## src/rtl/lenet_pkg.sv

```systemverilog
// Shared LeNet constants and the layer-6 weight loader state encoding.
package lenet_pkg;

  localparam int W6_LANES = 84;
  localparam int W6_DEPTH = 120;
  localparam int W6_AW    = 7;
  localparam int DW       = 8;

  typedef enum logic [2:0] {
    W6_IDLE  = 3'd0,
    W6_LOAD  = 3'd1,
    W6_WRITE = 3'd2,
    W6_CHECK = 3'd3,
    W6_DONE  = 3'd4
  } w6_state_e;

endpackage

```

## src/rtl/w6_pack_shreg.sv

```systemverilog
// Byte-insert shift register that assembles one weight RAM word.
// New bytes enter at the top lane, so the first byte of a word ends up in lane 0.
module w6_pack_shreg #(
  parameter int LANES = lenet_pkg::W6_LANES,
  parameter int DW    = lenet_pkg::DW
) (
  input  logic                  clk,
  input  logic                  rst_n,
  input  logic                  en_i,
  input  logic [DW-1:0]         din_i,
  output logic [LANES*DW-1:0]   q_o
);

  logic [LANES*DW-1:0] pack_q;

  // Shift right by one byte and insert the accepted byte at the top on each enable.
  always_ff @(posedge clk or negedge rst_n) begin
    if (!rst_n) begin
      pack_q <= '0;
    end else if (en_i) begin
      pack_q <= {din_i, pack_q[LANES*DW-1:DW]};
    end
  end

  assign q_o = pack_q;

endmodule

```

## src/rtl/w6_loader.sv

```systemverilog
// Layer-6 weight RAM loader: packs a byte stream into 672-bit words and writes
// them to addresses 0..DEPTH-1. Optional trailing checksum byte is enabled by
// the macro W6_LOADER_CHECKSUM_EN.
//
// state    | meaning
// ---------+-----------------------------------------------------------
// IDLE     | waiting for start after reset
// LOAD     | accepting bytes of the current word (in_ready=1)
// WRITE    | single-cycle RAM write of the packed word
// CHECK    | accepting the checksum trailer byte (macro build only)
// DONE     | sequence complete, done held until the next start
module w6_loader #(
  parameter int LANES = lenet_pkg::W6_LANES,
  parameter int DEPTH = lenet_pkg::W6_DEPTH,
  parameter int AW    = lenet_pkg::W6_AW,
  parameter int DW    = lenet_pkg::DW
) (
  input  logic                  clk,
  input  logic                  rst_n,
  input  logic                  start,
  input  logic [DW-1:0]         in_data,
  input  logic                  in_valid,
  output logic                  in_ready,
  output logic                  w6_wen,
  output logic [AW-1:0]         w6_waddr,
  output logic [LANES*DW-1:0]   w6_wdata,
  output logic                  busy,
  output logic                  done,
  output logic                  err
);
  import lenet_pkg::*;

  localparam logic [6:0]    LAST_BYTE = 7'(LANES - 1);
  localparam logic [AW-1:0] LAST_ADDR = AW'(DEPTH - 1);
  localparam logic [AW-1:0] ADDR_ONE  = AW'(1);

  w6_state_e     state_q;
  logic [AW-1:0] addr_q;
  logic [6:0]    cnt_q;
  logic          in_ready_q;
  logic          wen_q;
  logic          busy_q;
  logic          done_q;
  logic          pack_en;

`ifdef W6_LOADER_CHECKSUM_EN
  logic [DW-1:0] sum_q;
  logic          err_q;
`endif

  // Only bytes accepted while loading a word reach the pack register; the
  // checksum trailer must not disturb the last written word.
  assign pack_en = (state_q == W6_LOAD) && in_valid && in_ready_q;

  w6_pack_shreg #(
    .LANES (LANES),
    .DW    (DW)
  ) u_pack (
    .clk   (clk),
    .rst_n (rst_n),
    .en_i  (pack_en),
    .din_i (in_data),
    .q_o   (w6_wdata)
  );

  // Sequencer: byte counting, address stepping, write strobe and status flags.
  always_ff @(posedge clk or negedge rst_n) begin
    if (!rst_n) begin
      state_q    <= W6_IDLE;
      addr_q     <= '0;
      cnt_q      <= '0;
      in_ready_q <= 1'b0;
      wen_q      <= 1'b0;
      busy_q     <= 1'b0;
      done_q     <= 1'b0;
`ifdef W6_LOADER_CHECKSUM_EN
      sum_q      <= '0;
      err_q      <= 1'b0;
`endif
    end else begin
      wen_q <= 1'b0;
      case (state_q)
        W6_IDLE, W6_DONE: begin
          if (start) begin
            state_q    <= W6_LOAD;
            addr_q     <= '0;
            cnt_q      <= '0;
            in_ready_q <= 1'b1;
            busy_q     <= 1'b1;
            done_q     <= 1'b0;
`ifdef W6_LOADER_CHECKSUM_EN
            sum_q      <= '0;
            err_q      <= 1'b0;
`endif
          end
        end
        W6_LOAD: begin
          if (in_valid && in_ready_q) begin
`ifdef W6_LOADER_CHECKSUM_EN
            sum_q <= sum_q + in_data;
`endif
            if (cnt_q == LAST_BYTE) begin
              state_q    <= W6_WRITE;
              in_ready_q <= 1'b0;
              wen_q      <= 1'b1;
            end else begin
              cnt_q <= cnt_q + 7'd1;
            end
          end
        end
        W6_WRITE: begin
          cnt_q <= '0;
          if (addr_q == LAST_ADDR) begin
`ifdef W6_LOADER_CHECKSUM_EN
            state_q    <= W6_CHECK;
            in_ready_q <= 1'b1;
`else
            state_q    <= W6_DONE;
            busy_q     <= 1'b0;
            done_q     <= 1'b1;
`endif
          end else begin
            addr_q     <= addr_q + ADDR_ONE;
            state_q    <= W6_LOAD;
            in_ready_q <= 1'b1;
          end
        end
`ifdef W6_LOADER_CHECKSUM_EN
        W6_CHECK: begin
          if (in_valid && in_ready_q) begin
            err_q      <= (in_data != sum_q);
            state_q    <= W6_DONE;
            in_ready_q <= 1'b0;
            busy_q     <= 1'b0;
            done_q     <= 1'b1;
          end
        end
`endif
        default: begin
          state_q    <= W6_IDLE;
          in_ready_q <= 1'b0;
          busy_q     <= 1'b0;
        end
      endcase
    end
  end

  assign in_ready = in_ready_q;
  assign w6_wen   = wen_q;
  assign w6_waddr = addr_q;
  assign busy     = busy_q;
  assign done     = done_q;
`ifdef W6_LOADER_CHECKSUM_EN
  assign err      = err_q;
`else
  assign err      = 1'b0;
`endif

endmodule

```

## config.mk

```make
export PLATFORM = sky130hd
export DESIGN_NAME = w6_loader
export DESIGN_NICKNAME = d
export VERILOG_FILES = /design/src/rtl/lenet_pkg.sv /design/src/rtl/w6_pack_shreg.sv /design/src/rtl/w6_loader.sv
export SDC_FILE = /design/constraint.sdc
export NUM_CORES = 1
export LEC_CHECK = 0
export BUFFER_PORTS_ARGS = -buffer_cell sky130_fd_sc_hd__buf_2
export CORE_AREA = 3 3 268 270
export CTS_CLUSTER_SIZE = 14
export DETAILED_ROUTE_END_ITERATION = 10
export DIE_AREA = 0 0 271 273
export PLACE_DENSITY_LB_ADDON = 0.08
export RECOVER_POWER = 100
export SYNTH_ARGS = -nofsm -noshare
export SYNTH_HDL_FRONTEND = slang
export SYNTH_HIERARCHICAL = 1
export SYNTH_SLANG_ARGS = --single-unit
```

## constraint.sdc

```tcl
create_clock -name clk -period 2.1 [get_ports clk]
set_clock_uncertainty 0.1 [all_clocks]
set_input_delay 0.105 -clock clk [delete_from_list [all_inputs] [get_ports clk]]
set_output_delay 0.105 -clock clk [all_outputs]
set_load 0.01 [all_outputs]
```

==> reports/qor.yml <==
outcome:
  status: "finished, final reports clean"
synth:
  syn_inst: 1539
  synthTopCellsByCount: "dfrtp_1 (693), mux2_2 (593), mux2_4 (80)"
  syn-cell-area_um2: 26400
  synth.most_common_cell: "dfrtp_1"
  synth_nets: 1553
  synth_top_area_cell: "dfrtp_1"
  ys_ff_latch: 693
  syn-mean-instance-area_um2: 17.2
  synth-main-ff-cell: "dfrtp_1"
  ys_types: 42
  ys_async_sr_fraction_pct: 100
  synth_edf_count: 0
  synthTopCellsByArea: "dfrtp_1 (66%), mux2_2 (25%), mux2_4 (4.5%), buf_4 (1.5%), buf_6 (0.47%)"
  ys_warn_count: 6
  yosysTopAreaCellShare_pct: 65.7
  ys_seq_area_share_pct: 65.7
critical_path:
  cp_slowest_cell: "or3b_4"
  end_kind: "flip-flop"
  crit_type: "reg2reg"
  cpPeakStageDelay_ns: 0.42
  cp-start-kind: "flip-flop"
  arrival_ns: 2.45
  path_cells: "or3b_4, nor2_4, buf_12, buf_16, mux2_2"
  critPathMaxFanout: 43
  cp_data_required_time_ns: 2.47
sta:
  holdWs_ns: 0.151
  fmax_ghz: 0.480
  hold_violations: 0
  setup_slack_ns: 0.0184
  slew_violations: 0
  post-route-min-period_ns: 2.08
  timing.slew.headroom_pct: 39.8
  period_share_pct: 99.1
  report.final.setup_viol: 0
  tightest_slew_ns: 0.903
  rsz0062_at_grt: "yes"
cts:
  clock_latency_ns: 0.60
  htree_levels: 3
  cts_buffers: 76
  cts_buffer_depth: 3
  clockRootBuffer: "clkbuf_16"
  clkTransAtPathRegs_ns: 0.06
  cts_tree: "yes"
  clock-sinks: 693
route:
  vias: 15900
  drt-initial-drc-count: 743
  antenna_left: 0
  viasPerCell: 4.80
  routed_wl_um: 74100
  drtPass1Iterations: 4
  wire_per_inst_um: 22.4
  drcViolationCount: 0
floorplan:
  core_region_area_um2: 69800
  die_y_um: 273
  num_rows: 97
  die_w_um: 271
  die_area_um2: 74000
  start_util_pct: 37.8
  io_pins: 696
cells_and_area:
  layout-drive-gt1-share_pct: 35.0
  syn_to_final_growth_pct: 24.4
  num_antenna_cells: 0
  finalNetCount: 2325
place:
  dpl.hpwl_um: 55400
  gp_congestion: 0.824
  post-place-ws_ns: -0.0113
  portBuffers: 694
hold_path:
  hp-class: "in2reg"
power_and_ir_drop:
  pwr_density_cell_nw_per_um2: 1120
  p_leak_uw: 0.0158
  irDropWorstVdd_uv: 688
global_route:
  grt_max_degree: 88
  grt_pass1_wl_um: 110000
  first_global_vias: 16600
  antenna_found_initial: 2
  track_usage_pct: 19.5
  grt-ovfl-total: 0
flow_run:
  cap_viol_max_count: 0
## where the power goes
part	total (uW)	leakage (uW)	internal, uW	switching (uW)
clock	13200	0.00123	7890	5340
combinational	6700	0.00519	3200	3500
sequential	16800	0.00937	15200	1610
## worst max-delay path, delay by kind of cell (launching register included)
kind          cells  cell delay [ns]
flops             1             0.39
mux               1             0.36
buf+inv           2             0.47
simple gates      2             0.57
## placed cells by master, fill, tap and decap left out, types with 11 or more instances in the layout
| cell type | count |
|---|---|
| buf_12 | 14 |
| buf_2 | 11 |
| buf_4 | 16 |
| clkbuf_1 | 723 |
| clkbuf_16 | 77 |
| clkbuf_8 | 21 |
| dfrtp_1 | 693 |
| dlygate4sd3_1 | 11 |
| mux2_1 | 29 |
| mux2_2 | 587 |
| mux2_4 | 57 |
## timing repair
item,in CTS,in global routing
resized for setup,7,7
buffers inserted,2,0
hold buffers,12,0
pin swaps,0,0
setup endpoints to repair,72,292
endpoints found under the hold margin,583,0
## kinds of logic (layout without fill, tap and decap cells)
family | after synthesis | count (layout) | synth area share (%)
flops | 693 | 693 | 65.7
mux | 673 | 673 | 29.8
buf+inv | 83 | 913 | 2.30
simple gates | 49 | 49 | 1.02
compound gates | 36 | 36 | 0.976
fa+ha+maj | 2 | 2 | 0.0948
xor+xnor | 2 | 2 | 0.0664
other cells | 1 | 1 | 0.0142
## sequential cells by signal (all words and copies together), names as in the netlist
name / flops
u_pack/q_o: 672
cnt_q: 7
w6_waddr: 7
state_q: 3
busy: 1
done: 1
in_ready: 1
w6_wen: 1
## routing by layer
metal / GRT usage [%] / share of wire [%] / vias to the layer above
met5: 0 / 0 / -
met4: 7.78 / 3.4 / 0
met3: 5.37 / 6.9 / 112
met2: 33.6 / 51 / 480
met1: 23.3 / 39 / 8220
li1: - / - / 7060
## final timing paths
check | from | end | slack, ns | cells past startpoint
max | state_q[2] | u_pack/q_o[22] | 0.02 | 5
min | in_data[0] | u_pack/q_o[664] | 0.15 | 3
max reg2reg | state_q[2] | u_pack/q_o[22] | 0.02 | 5
min reg2reg | u_pack/q_o[1] | u_pack/q_o[1] | 0.41 | 1
max in group asynchronous | rst_n | u_pack/q_o[71] | 0.23 | 4
min in group asynchronous | rst_n | u_pack/q_o[643] | 0.56 | 3
## cell type report
class	count	area, um2
clock buffers	121	2300
flip-flops and latches	693	17300
well taps	940	1180
repair buffers	776	3460
multi-input cells	763	8350
fillers	6544	36900
inverters	1	3.75
clock inverters	15	199
## stage by stage
stage                     std cells  area [um2]  util [%]  total power (uW)  TNS, ns
after CTS                      3309       34100      48.9             38200        0
after global routing           3309       32800      47.1             38500    -2.52
after detailed placement       3159       31400      45.0             24600  -0.0238
after floorplan                1539       26400         -             21000        0
after global placement         3159       31400      45.0             24500  -0.0110
final                          3309       32800      47.1             36700        0
Power figures use the tool's default switching activity.
